===== src/rtl/elevator_ctrl_if.sv =====
// rtl/elevator_ctrl_if.sv - call-button and status bundle for the elevator controller
// Ports (slave view): btn in (call buttons F1..F3); floor, gf out (floor labels);
// led1..led3 out (pending calls); moving, door_open, dir_up out (car status).
interface elevator_ctrl_if;
  logic [2:0] btn;
  logic [1:0] floor;
  logic       led1;
  logic       led2;
  logic       led3;
  logic       moving;
  logic       dir_up;
  logic       door_open;
  logic [1:0] gf;

  modport master (
    output btn,
    input  floor, led1, led2, led3, moving, dir_up, door_open, gf
  );

  modport slave (
    input  btn,
    output floor, led1, led2, led3, moving, dir_up, door_open, gf
  );
endinterface


===== src/rtl/elevator_ctrl.sv =====
// rtl/elevator_ctrl.sv - three-floor elevator controller (IDLE / MOVE / DOOR)
// Ports: clk (rising edge), rst (sync, active high), bus (elevator_ctrl_if.slave):
// btn call buttons in; floor/gf current and goal floor labels; led1..led3 pending
// calls; moving / door_open registered state decodes; dir_up travel preference.
module elevator_ctrl #(
  parameter logic [1:0]  labelF1      = 2'b00,
  parameter logic [1:0]  labelF2      = 2'b01,
  parameter logic [1:0]  labelF3      = 2'b10,
  parameter int unsigned TRAVEL_TICKS = 8,
  parameter int unsigned DOOR_TICKS   = 16
) (
  input logic             clk,
  input logic             rst,
  elevator_ctrl_if.slave  bus
);

  localparam logic [7:0] TT = 8'(TRAVEL_TICKS);
  localparam logic [7:0] DT = 8'(DOOR_TICKS);

  typedef enum logic [1:0] {IDLE, MOVE, DOOR} state_t;

  state_t     state, state_nx;
  // Floors are kept as indices 0..2 internally and mapped to labels on output.
  logic [1:0] fidx, fidx_nx;
  logic [1:0] gidx, gidx_nx;
  logic       dir, dir_nx;
  logic [2:0] req, req_nx;
  logic [7:0] tcnt, tcnt_nx;
  logic [7:0] dcnt, dcnt_nx;
  logic       moving_q, door_q;

  logic [2:0] here, step_mask, set_mask, clr_mask;
  logic [1:0] step_idx, up_idx, dn_idx;
  logic       have_up, have_dn;

  function automatic logic [1:0] to_label(input logic [1:0] i);
    case (i)
      2'd0:    to_label = labelF1;
      2'd1:    to_label = labelF2;
      default: to_label = labelF3;
    endcase
  endfunction

  // Nearest pending floor above and below the car.
  always_comb begin
    have_up = 1'b0;
    up_idx  = fidx;
    have_dn = 1'b0;
    dn_idx  = fidx;
    case (fidx)
      2'd0: begin
        if (req[1]) begin
          have_up = 1'b1;
          up_idx  = 2'd1;
        end else if (req[2]) begin
          have_up = 1'b1;
          up_idx  = 2'd2;
        end
      end
      2'd1: begin
        if (req[2]) begin
          have_up = 1'b1;
          up_idx  = 2'd2;
        end
        if (req[0]) begin
          have_dn = 1'b1;
          dn_idx  = 2'd0;
        end
      end
      default: begin
        if (req[1]) begin
          have_dn = 1'b1;
          dn_idx  = 2'd1;
        end else if (req[0]) begin
          have_dn = 1'b1;
          dn_idx  = 2'd0;
        end
      end
    endcase
  end

  // The step is clamped at the end floors; direction choice never asks for it.
  always_comb begin
    here = 3'b001 << fidx;
    if (dir) step_idx = (fidx == 2'd2) ? 2'd2 : fidx + 2'd1;
    else     step_idx = (fidx == 2'd0) ? 2'd0 : fidx - 2'd1;
    step_mask = 3'b001 << step_idx;
  end

  always_comb begin
    state_nx = state;
    fidx_nx  = fidx;
    gidx_nx  = gidx;
    dir_nx   = dir;
    tcnt_nx  = tcnt;
    dcnt_nx  = dcnt;
    set_mask = bus.btn;
    clr_mask = 3'b000;
    case (state)
      IDLE: begin
        // A call at the floor where the car stands is served at once and is
        // never latched, so its lamp does not light.
        if (((req | bus.btn) & here) != 3'b000) begin
          state_nx = DOOR;
          dcnt_nx  = DT;
          clr_mask = here;
          set_mask = bus.btn & ~here;
        end else if (req != 3'b000) begin
          state_nx = MOVE;
          tcnt_nx  = TT;
          if (dir) begin
            if (have_up) gidx_nx = up_idx;
            else begin
              gidx_nx = dn_idx;
              dir_nx  = 1'b0;
            end
          end else begin
            if (have_dn) gidx_nx = dn_idx;
            else begin
              gidx_nx = up_idx;
              dir_nx  = 1'b1;
            end
          end
        end
      end
      MOVE: begin
        if (tcnt <= 8'd1) begin
          fidx_nx = step_idx;
          tcnt_nx = TT;
          // Stop at any lit floor on the way, not only the goal.
          if ((req & step_mask) != 3'b000) begin
            state_nx = DOOR;
            dcnt_nx  = DT;
            clr_mask = step_mask;
          end
        end else begin
          tcnt_nx = tcnt - 8'd1;
        end
      end
      DOOR: begin
        // Pressing the open-door floor extends the door instead of latching.
        set_mask = bus.btn & ~here;
        if ((bus.btn & here) != 3'b000) dcnt_nx = DT;
        else if (dcnt <= 8'd1)          state_nx = IDLE;
        else                            dcnt_nx = dcnt - 8'd1;
      end
      default: state_nx = IDLE;
    endcase
    // Set wins over a coinciding clear.
    req_nx = set_mask | (req & ~clr_mask);
  end

  always_ff @(posedge clk) begin
    if (rst) begin
      state    <= IDLE;
      fidx     <= 2'd0;
      gidx     <= 2'd0;
      dir      <= 1'b1;
      req      <= 3'b000;
      tcnt     <= 8'd0;
      dcnt     <= 8'd0;
      moving_q <= 1'b0;
      door_q   <= 1'b0;
    end else begin
      state    <= state_nx;
      fidx     <= fidx_nx;
      gidx     <= gidx_nx;
      dir      <= dir_nx;
      req      <= req_nx;
      tcnt     <= tcnt_nx;
      dcnt     <= dcnt_nx;
      moving_q <= (state_nx == MOVE);
      door_q   <= (state_nx == DOOR);
    end
  end

  assign bus.floor     = to_label(fidx);
  assign bus.gf        = to_label(gidx);
  assign bus.led1      = req[0];
  assign bus.led2      = req[1];
  assign bus.led3      = req[2];
  assign bus.moving    = moving_q;
  assign bus.door_open = door_q;
  assign bus.dir_up    = dir;

endmodule


===== src/flat_wrapper.sv =====
// flat-port wrapper written by rule: the top's interface ports become plain ports
module elevator_ctrl_flat 
#(
  parameter logic [1:0]  labelF1      = 2'b00,
  parameter logic [1:0]  labelF2      = 2'b01,
  parameter logic [1:0]  labelF3      = 2'b10,
  parameter int unsigned TRAVEL_TICKS = 8,
  parameter int unsigned DOOR_TICKS   = 16
)
  (clk, rst, bus_btn, bus_floor, bus_led1, bus_led2, bus_led3, bus_moving, bus_dir_up, bus_door_open, bus_gf);
  elevator_ctrl_if bus_i ();
  input logic clk;
  input logic rst;
  input wire logic [$bits(bus_i.btn)-1:0] bus_btn;
  output wire logic [$bits(bus_i.floor)-1:0] bus_floor;
  output wire logic [$bits(bus_i.led1)-1:0] bus_led1;
  output wire logic [$bits(bus_i.led2)-1:0] bus_led2;
  output wire logic [$bits(bus_i.led3)-1:0] bus_led3;
  output wire logic [$bits(bus_i.moving)-1:0] bus_moving;
  output wire logic [$bits(bus_i.dir_up)-1:0] bus_dir_up;
  output wire logic [$bits(bus_i.door_open)-1:0] bus_door_open;
  output wire logic [$bits(bus_i.gf)-1:0] bus_gf;
  assign bus_i.btn = bus_btn;
  assign bus_floor = bus_i.floor;
  assign bus_led1 = bus_i.led1;
  assign bus_led2 = bus_i.led2;
  assign bus_led3 = bus_i.led3;
  assign bus_moving = bus_i.moving;
  assign bus_dir_up = bus_i.dir_up;
  assign bus_door_open = bus_i.door_open;
  assign bus_gf = bus_i.gf;
  elevator_ctrl #(.labelF1(labelF1), .labelF2(labelF2), .labelF3(labelF3), .TRAVEL_TICKS(TRAVEL_TICKS), .DOOR_TICKS(DOOR_TICKS)) u_core (.clk(clk), .rst(rst), .bus(bus_i));
endmodule

===== config.mk =====
export PLATFORM = sky130hd
export DESIGN_NAME = elevator_ctrl_flat
export DESIGN_NICKNAME = d
export VERILOG_FILES = /design/src/rtl/elevator_ctrl_if.sv /design/src/rtl/elevator_ctrl.sv /design/src/flat_wrapper.sv
export SDC_FILE = /design/constraint.sdc
export NUM_CORES = 1
export LEC_CHECK = 0
export ABC_CLOCK_PERIOD_IN_PS = 7500
export BUFFER_PORTS_ARGS = -buffer_cell sky130_fd_sc_hd__buf_2
export CAP_MARGIN = 0
export CORE_MARGIN = 1.5
export CORE_UTILIZATION = 60
export DETAILED_ROUTE_END_ITERATION = 12
export PLACE_DENSITY = 0.8
export SYNTH_ARGS = -nofsm -noshare
export SYNTH_HDL_FRONTEND = slang
export SYNTH_SLANG_ARGS = --single-unit

===== constraint.sdc =====
create_clock -name clk -period 7.5 [get_ports clk]
set_input_delay 1.5 -clock clk [delete_from_list [all_inputs] [get_ports clk]]
set_output_delay 1.5 -clock clk [all_outputs]
set_load 0.01 [all_outputs]

Word level (Yosys, flattened, before mapping) --
Cells that the tools add are included. Widths: inputs -> output; s select.
Storage, ports and cells: flip-flop bits (word level) 28, input bits 5, output and inout port bits 10, word-level logic and storage cells 99
Cells by class: $add $sub $neg 4, magnitude comparators 2, equal/unequal tests 13, shifts and indexed selects 2, muxes and demuxes 46, bitwise gates (word level) 10, reductions and logical operators 13
Operator list (count):
- $mux 8 | 8
- $mux 2 | 16
- $pmux 8 s3 | 1
- $le 8x1->1 const B | 2
- $pmux 2 s2 | 4
- $pmux 8 s2 | 1
- $sub 8x1->8 const B | 2
- $and 3x3->3 | 5
- $reduce_bool 3->1 | 5
- $mux 3 | 4
- $pmux 3 s2 | 2
- $eq 2x1->1 const B | 4
- $ne 2x1->1 const B | 4
- $mux 1 | 7
- $eq 2x2->1 const B | 3
- $logic_not 2->1 | 3
- $not 3->3 | 2
- $or 3x3->3 | 2
- $pmux 2 s3 | 1
- $reduce_and 3->1 | 2
- $shl 1x2->3 const A | 2
- $reduce_and 5->1 | 1
- $pmux 1 s2 | 2
- $ne 3x2->1 const B | 1
- 6 further kinds | 6

Depth between registers and ports, before layout --
Gate-level depths: netlist of run 1.
depth in word-level cells 12, gate-level depth with buffers 9, gate-level depth less buffers 7

Worst setup path after synthesis of run 1 --
Ideal clock, no wire load.
path kind input port to flip-flop, from input bus_btn[0], to register u_core.tcnt[7], library setup time 80 ps, data arrival time 3053 ps, required time 7420 ps, path slack 4367 ps, stages 6, buffers on the path 1, cells stage by stage a222oi_1 > a41o_1 > buf_6 > nand3_2 > or3_1 > a211oi_2
On the way: longest elaborated chain between the ends 5
RTL lines:
- from (decl) | RTL line flat_wrapper.sv:14 | input wire logic [$bits(bus_i.btn)-1:0] bus_btn;
- $or 3x3->3 | RTL line elevator_ctrl.sv:103 | if (((req | bus.btn) & here) != 3'b000) begin
- $and 3x3->3 | RTL line elevator_ctrl.sv:103
- $reduce_bool 3->1 | RTL line elevator_ctrl.sv:103
- $ne 2x2->1 (no line)
- $reduce_and 3->1 (no line)
- to (signal assigned) | RTL line elevator_ctrl.sv:170 | tcnt <= tcnt_nx;
- to (decl) | RTL line elevator_ctrl.sv:28 | logic [7:0] tcnt, tcnt_nx;
No other way between the ends. A chain may end at the register's enable or synchronous reset.

Worst setup path in the final report of run 1 --
from input bus_btn[0], to register u_core.tcnt[6]
Same word-level chain as after synthesis.

==> impl_metrics.env, run 1 <==
export IMPL_grt_setup_unrepaired="no"
export IMPL_drv_cap=0
export IMPL_initial_core_util=0.639
export IMPL_routed_top_layer="met4"
export IMPL_drtIter0Drc=108
export IMPL_clkTransAtPathRegs_ns=0.16
export IMPL_ys_flop_type="dfxtp_1"
export IMPL_worstPathMaxFanout=9
export IMPL_hpwlAfterDp_um=2860
export IMPL_met2WireLength_um=1850
export IMPL_die_w_um=57.4
export IMPL_worst_pin_slew_ns=0.868
export IMPL_peakVddDrop_mv=0.294
export IMPL_synthAdderAreaFrac=0.0634
export IMPL_fmax_mhz=303
export IMPL_critical_path_class="in -> reg"
export IMPL_gr_total_overflow=0
export IMPL_finalSetupViolCount=0
export IMPL_synthSimpleGateAreaFrac=0.223
export IMPL_first_pass_iters=6
export IMPL_viasPerCell=6.61
export IMPL_grt_pass1_wl_um=6750
export IMPL_timing_hold_ws_ns=0.479
export IMPL_finalHoldViolCount=0
export IMPL_worstPathBufferInverterCount=1
export IMPL_io_buffers=14
export IMPL_relSlewSlack=0.422
export IMPL_gp_congestion=0.894
export IMPL_cts_htree_levels=1
export IMPL_yosys_area_top_type="dfxtp_1"
export IMPL_route_met3_wl_um=209
export IMPL_clockBufferDepth=2
export IMPL_power_leakage_nw=0.730
export IMPL_syn_instance_count=215
export IMPL_dieArea_um2=3300
export IMPL_critPathArrivalTime_ns=3.57
export IMPL_synth_compound_area_frac=0.277
export IMPL_routed_wl_um=3960
export IMPL_ys_warn_count=0
export IMPL_fin_skew_ns=0.00830
export IMPL_status="finished clean"
export IMPL_hold_class="reg -> reg"
export IMPL_maxSlewViolCount=0
export IMPL_crit_family="compound AO/OA/AOI/OAI gates"
export IMPL_ys_seq_elements=28
export IMPL_grt_max_degree=22
export IMPL_num_nets_final=236
export IMPL_pin_count=15
export IMPL_fin_setup_tns_ns=0
export IMPL_syn_area_per_cell_um2=8.26
export IMPL_synth_top_area_share=0.315
export IMPL_synthXorXnorAreaFrac=0.0197
export IMPL_cts_made_buffers=3
export IMPL_netlist_top_cells_area="dfxtp_1 32%, ha_1 6.3%, inv_1 3.8%, nor2_1 3.6%, a21oi_1 3.4%"
export IMPL_power_density_nw_per_um2=480
export IMPL_drive_gt1_frac=0.127
export IMPL_antenna_left=0
export IMPL_drcViolationCount=0
export IMPL_cts_root_buffer="clkbuf_4"
export IMPL_finalCriticalPeriod_ns=3.30
export IMPL_drt_met1_wl_um=1870
export IMPL_synth_mux_area_frac=0.0282
export IMPL_coreArea_um2=2780
export IMPL_grt_pass1_vias=1485
export IMPL_synth_edf_count=0
export IMPL_ys_async_sr_fraction=0
export IMPL_synth_cell_types=55
export IMPL_crit_slowest_cell="a222oi_1"
export IMPL_n_fill_cell=239
export IMPL_cts_resized_gates=0
export IMPL_antenna_found_initial=0
export IMPL_synth_top_family_by_area="compound AO/OA/AOI/OAI gates"
export IMPL_rows=19
export IMPL_hold_buffers=0
export IMPL_grt_use_total=0.255
export IMPL_synth_area_um2=1780
export IMPL_clock_sinks=28
export IMPL_cts_tree="done"
export IMPL_die_h_um=57.4
export IMPL_crit_chain="buf_2, a222oi_1, a41o_1, nand3_2, or3_1, a211oi_2"
export IMPL_startpoint_type="input pin"
export IMPL_clock_latency_ns=0.34
export IMPL_synth_common_cells="28 x dfxtp_1, 18 x inv_1, 17 x nor2_1"
export IMPL_synth_most_common_cell="dfxtp_1"
export IMPL_syn_nets=229
export IMPL_end_kind="flop"
export IMPL_post_cts_buffers=0
export IMPL_synth_seq_area_share=0.315
export IMPL_routedWlPerCell_um=15.7
export IMPL_area_delta_synth_final_pct=5.56
export IMPL_cp_slowest_stage_delay_ns=0.77
export IMPL_post_route_period_util=0.441
export IMPL_vias=1665
export IMPL_num_antenna_cells=0
export IMPL_worstPathRequired_ns=7.77
[worst min-delay path, cell delays in order (launching register included)]
cell and delay, ns:
dfxtp_1 0.34, nand2_1 0.05, o22ai_1 0.06
[kinds of logic after synthesis]
| logic type | Yosys count |
|---|---|
| and+or+nand+nor | 72 |
| AOI/OAI and AO/OA | 67 |
| buffers and inverters | 30 |
| DFF | 28 |
| adders and majority gates | 9 |
| muxes | 5 |
| xor gates and xnor gates | 4 |
[per-stage QoR]
stage / total power [mW] / utilization / area, um^2 / worst slack (ns) / cells
after floorplan: 0.694 / - / 1780 / 4.37 / 215
after global placement: 0.771 / 0.655 / 1820 / 3.95 / 248
after detailed placement: 0.791 / 0.655 / 1820 / 3.87 / 248
after CTS: 0.891 / 0.674 / 1880 / 4.22 / 252
after global routing: 0.971 / 0.674 / 1880 / 4.04 / 252
final: 0.899 / 0.674 / 1880 / 4.20 / 252
[path summary, 6_finish.rpt]
kind | to | slack [ns] | start | depth (start not counted)
setup / recovery | u_core.tcnt[6] | 4.20 | bus_btn[0] | 6
hold / removal | u_core.gidx[0] | 0.48 | u_core.gidx[0] | 2
setup reg to reg | u_core.tcnt[6] | 4.42 | u_core.fidx[0] | 7
hold reg to reg | u_core.gidx[0] | 0.48 | u_core.gidx[0] | 2
[final cells by class]
type,count,area (um^2),share of cell area
Clock buffer,3,22.5,0.0120
Clock inverter,1,30.0,0.0160
Multi-Input combinational cell,157,1090,0.579
Inverter,18,67.6,0.0360
Tap cell,31,38.8,0.0207
Sequential cell,28,561,0.299
Timing Repair Buffer,14,70.1,0.0374
[report_power, final]
part	internal [mW]	switching [mW]	total (mW)
clock network	0.0541	0.0469	0.101
logic	0.219	0.299	0.518
registers	0.205	0.0756	0.280
[sequential cells by signal, indices dropped and copies added (netlist names)]
signal and flops:
u_core.bus.dir_up 1, u_core.bus.door_open 1, u_core.bus.moving 1, u_core.dcnt 8, u_core.fidx 2, u_core.gidx 2
u_core.req 3, u_core.state 2, u_core.tcnt 8
[per-layer routing]
metal  track usage  vias up
met1         0.356      792
li1              -      811
met2         0.414       57
met4        0.0664        0
met3        0.0340        5
met5             0        -
[cells in the final DEF, fill, tap and decap left out, types with 3 or more instances in the layout]
cell       n
a21oi_1   12
a221o_1    3
a311oi_1   3
a31oi_1    3
buf_2     14
clkbuf_4   3
dfxtp_1   28
ha_1       9
inv_1     18
mux2i_1    5
nand2_1   16
nand3_1    4
nor2_1    17
nor2b_1    3
nor3_1     7
nor4_1     3
o21a_1     3
o21ai_0   10
o22ai_1    3
o31ai_1    5
o32ai_1    5
or3_1      5
(Power assumes the default switching activity.)
==> inputs of run 2 (changes only) <==
--- a/config.mk
+++ b/config.mk
@@ -5,13 +5,13 @@
 export SDC_FILE = /design/constraint.sdc
 export NUM_CORES = 1
 export LEC_CHECK = 0
-export ABC_CLOCK_PERIOD_IN_PS = 7500
+export ABC_CLOCK_PERIOD_IN_PS = 2800
 export BUFFER_PORTS_ARGS = -buffer_cell sky130_fd_sc_hd__buf_2
 export CAP_MARGIN = 0
 export CORE_MARGIN = 1.5
-export CORE_UTILIZATION = 60
+export CORE_UTILIZATION = 53
 export DETAILED_ROUTE_END_ITERATION = 12
-export PLACE_DENSITY = 0.8
+export PLACE_DENSITY = 0.75
 export SYNTH_ARGS = -nofsm -noshare
 export SYNTH_HDL_FRONTEND = slang
 export SYNTH_SLANG_ARGS = --single-unit
==> constraint.sdc (replaced) <==
create_clock -name clk -period 2.8 [get_ports clk]
set_input_delay 0.56 -clock clk [delete_from_list [all_inputs] [get_ports clk]]
set_output_delay 0.56 -clock clk [all_outputs]
set_load 0.01 [all_outputs]
==> run 2 against run 1 <==
  * Core utilization is 6.0 points lower
  * Power grew to 2.7 times the previous value
  * Register-to-register slack worse by 4.2 ns
  * Global-route usage is 0.54 points lower
  * Cell area is 2.5% higher
  * Die area is 13% higher
  * Wire length is 4.3% higher
  * Combinational power grew to 2.8 times the previous value
  * Clock skew is 0.00051 ns lower
  * Critical path type is now reg -> reg
  * Largest cell class unchanged
==> impl_metrics.env, run 2 (same netlist as run 1, synthesis figures left out) <==
export IMPL_coreArea_um2=3130
export IMPL_reg2reg_to="u_core.tcnt[6]"
export IMPL_worstRegToRegCells=8
export IMPL_finalHoldViolCount=0
export IMPL_use_met2=0.429
export IMPL_cts_root_buffer="clkbuf_4"
export IMPL_cts_tree="done"
export IMPL_crit_slowest_cell="dfxtp_1"
export IMPL_finalCriticalPeriod_ns=2.54
export IMPL_crit_chain="inv_1, ha_1, a222oi_1, buf_4, a41o_1, nand3_2, or3_1, a211oi_2"
export IMPL_antenna_found_initial=0
export IMPL_grt_setup_unrepaired="no"
export IMPL_status="finished clean"
export IMPL_worstPathRequired_ns=3.07
export IMPL_hpwlAfterDp_um=3040
export IMPL_fin_skew_ns=0.00778
export IMPL_routed_wl_um=4140
export IMPL_met3_usage=0.0299
export IMPL_finalSetupViolCount=0
export IMPL_gp_congestion=0.847
export IMPL_power_density_nw_per_um2=1280
export IMPL_die_w_um=60.9
export IMPL_fin_area_um2=1920
export IMPL_timing_final_ws_setup_ns=0.256
export IMPL_regToRegSetupSlack_ns=0.26
export IMPL_drive_gt1_frac=0.142
export IMPL_grt_max_degree=22
export IMPL_place_ws_ns=0.230
export IMPL_hold_path_depth=3
export IMPL_fmax_mhz=393
export IMPL_num_antenna_cells=0
export IMPL_grt_pass1_vias=1563
export IMPL_fin_setup_tns_ns=0
export IMPL_clock_sinks=28
export IMPL_hold_buffers=0
export IMPL_first_pass_iters=4
export IMPL_end_kind="flop"
export IMPL_area_delta_synth_final_pct=8.17
export IMPL_drcViolationCount=0
export IMPL_peakVddDrop_mv=0.615
export IMPL_worst_pin_slew_ns=0.706
export IMPL_cts_htree_levels=1
export IMPL_place_area_um2=1860
export IMPL_drv_cap=0
export IMPL_initial_core_util=0.568
export IMPL_grt_pass1_wl_um=6960
export IMPL_power_leakage_nw=0.750
export IMPL_worstPathMaxFanout=11
export IMPL_relSlewSlack=0.525
export IMPL_vias=1661
export IMPL_gr_total_overflow=0
export IMPL_startpoint_type="flop"
export IMPL_routedWlPerCell_um=15.4
export IMPL_r2r_start="u_core.fidx[1]"
export IMPL_grt_busiest_layer="met2"
export IMPL_clock_latency_ns=0.34
export IMPL_hold_start="bus_btn[0]"
export IMPL_finalNonFillerCells=269
export IMPL_min_to="u_core.req[0]"
export IMPL_grtUsageMet1=0.312
export IMPL_layout_commonest_cell="dfxtp_1"
export IMPL_drtIter0Drc=115
export IMPL_clkTransAtPathRegs_ns=0.16
export IMPL_die_h_um=60.9
export IMPL_cp_slowest_stage_delay_ns=0.46
export IMPL_dieArea_um2=3710
export IMPL_critical_path_class="reg -> reg"
export IMPL_io_buffers=14
export IMPL_post_route_period_util=0.909
export IMPL_rows=20
export IMPL_clockBufferDepth=2
export IMPL_cts_resized_gates=0
export IMPL_num_nets_final=240
export IMPL_grt_use_total=0.249
export IMPL_hold_class="in -> reg"
export IMPL_maxSlewViolCount=0
export IMPL_reg_top3="u_core.dcnt: 8 flops, u_core.tcnt: 8 flops, u_core.req: 3 flops"
export IMPL_total_power_mw=2.45
export IMPL_cts_made_buffers=3
export IMPL_pin_count=15
export IMPL_antenna_left=0
export IMPL_dp_cells=264
export IMPL_layout_common_cells="28 x dfxtp_1, 18 x inv_1, 17 x nor2_1, 16 x nand2_1, 14 x buf_2"
export IMPL_viasPerCell=6.17
export IMPL_critPathArrivalTime_ns=2.81
export IMPL_post_cts_buffers=0
## run 2: cell count changes in the layout (fill, tap and decap cells not counted), sizes merged
cell  change
buf       +4
## run 2: worst max-delay path by stage
stage | startpoint | end | slack, ns | cells past startpoint
detailed placement | u_core.fidx[0] | u_core.tcnt[7] | 0.23 | 7
finish | u_core.fidx[1] | u_core.tcnt[6] | 0.26 | 8
floorplan | u_core.fidx[0] | u_core.tcnt[7] | 0.36 | 9
CTS | u_core.fidx[1] | u_core.tcnt[7] | 0.19 | 7
global placement | u_core.fidx[0] | u_core.tcnt[7] | 0.39 | 7
global route | u_core.fidx[1] | u_core.tcnt[7] | 0.12 | 7
## run 2: worst max-delay path, delay by kind of cell (launching register included)
family / cells / cell delay (ns)
AO/OA/AOI/OAI: 3 / 0.91
flip-flops: 1 / 0.46
AND/OR/NAND/NOR: 2 / 0.44
buffers and inverters: 2 / 0.33
adder cells (fa/ha/maj): 1 / 0.33
## run 2: cell type report
cell class                      instances  area (um^2)
Tap cell                               44         55.1
Clock buffer                            3         22.5
Timing Repair Buffer                   18          100
Sequential cell                        28          561
Inverter                               18         67.6
Fill cell                             294         1210
Clock inverter                          1         30.0
Multi-Input combinational cell        157         1090
## run 2: metrics by stage
stage / hold WS, ns / utilization
after CTS: 0.469 / 0.612
after global routing: 0.480 / 0.614
after detailed placement: 0.476 / 0.595
after global placement: 0.455 / 0.595
after floorplan: 0.442 / -
final: 0.474 / 0.614
## run 2: where the power goes
group,internal [mW],switching (mW)
clock network,0.145,0.126
logic,0.621,0.809
registers,0.548,0.203
## run 2: layer usage
metal | part of all wire | vias to the layer above
li1 | - | 821
met5 | 0 | -
met2 | 0.49 | 51
met4 | 0.017 | 0
met1 | 0.45 | 781
met3 | 0.042 | 8
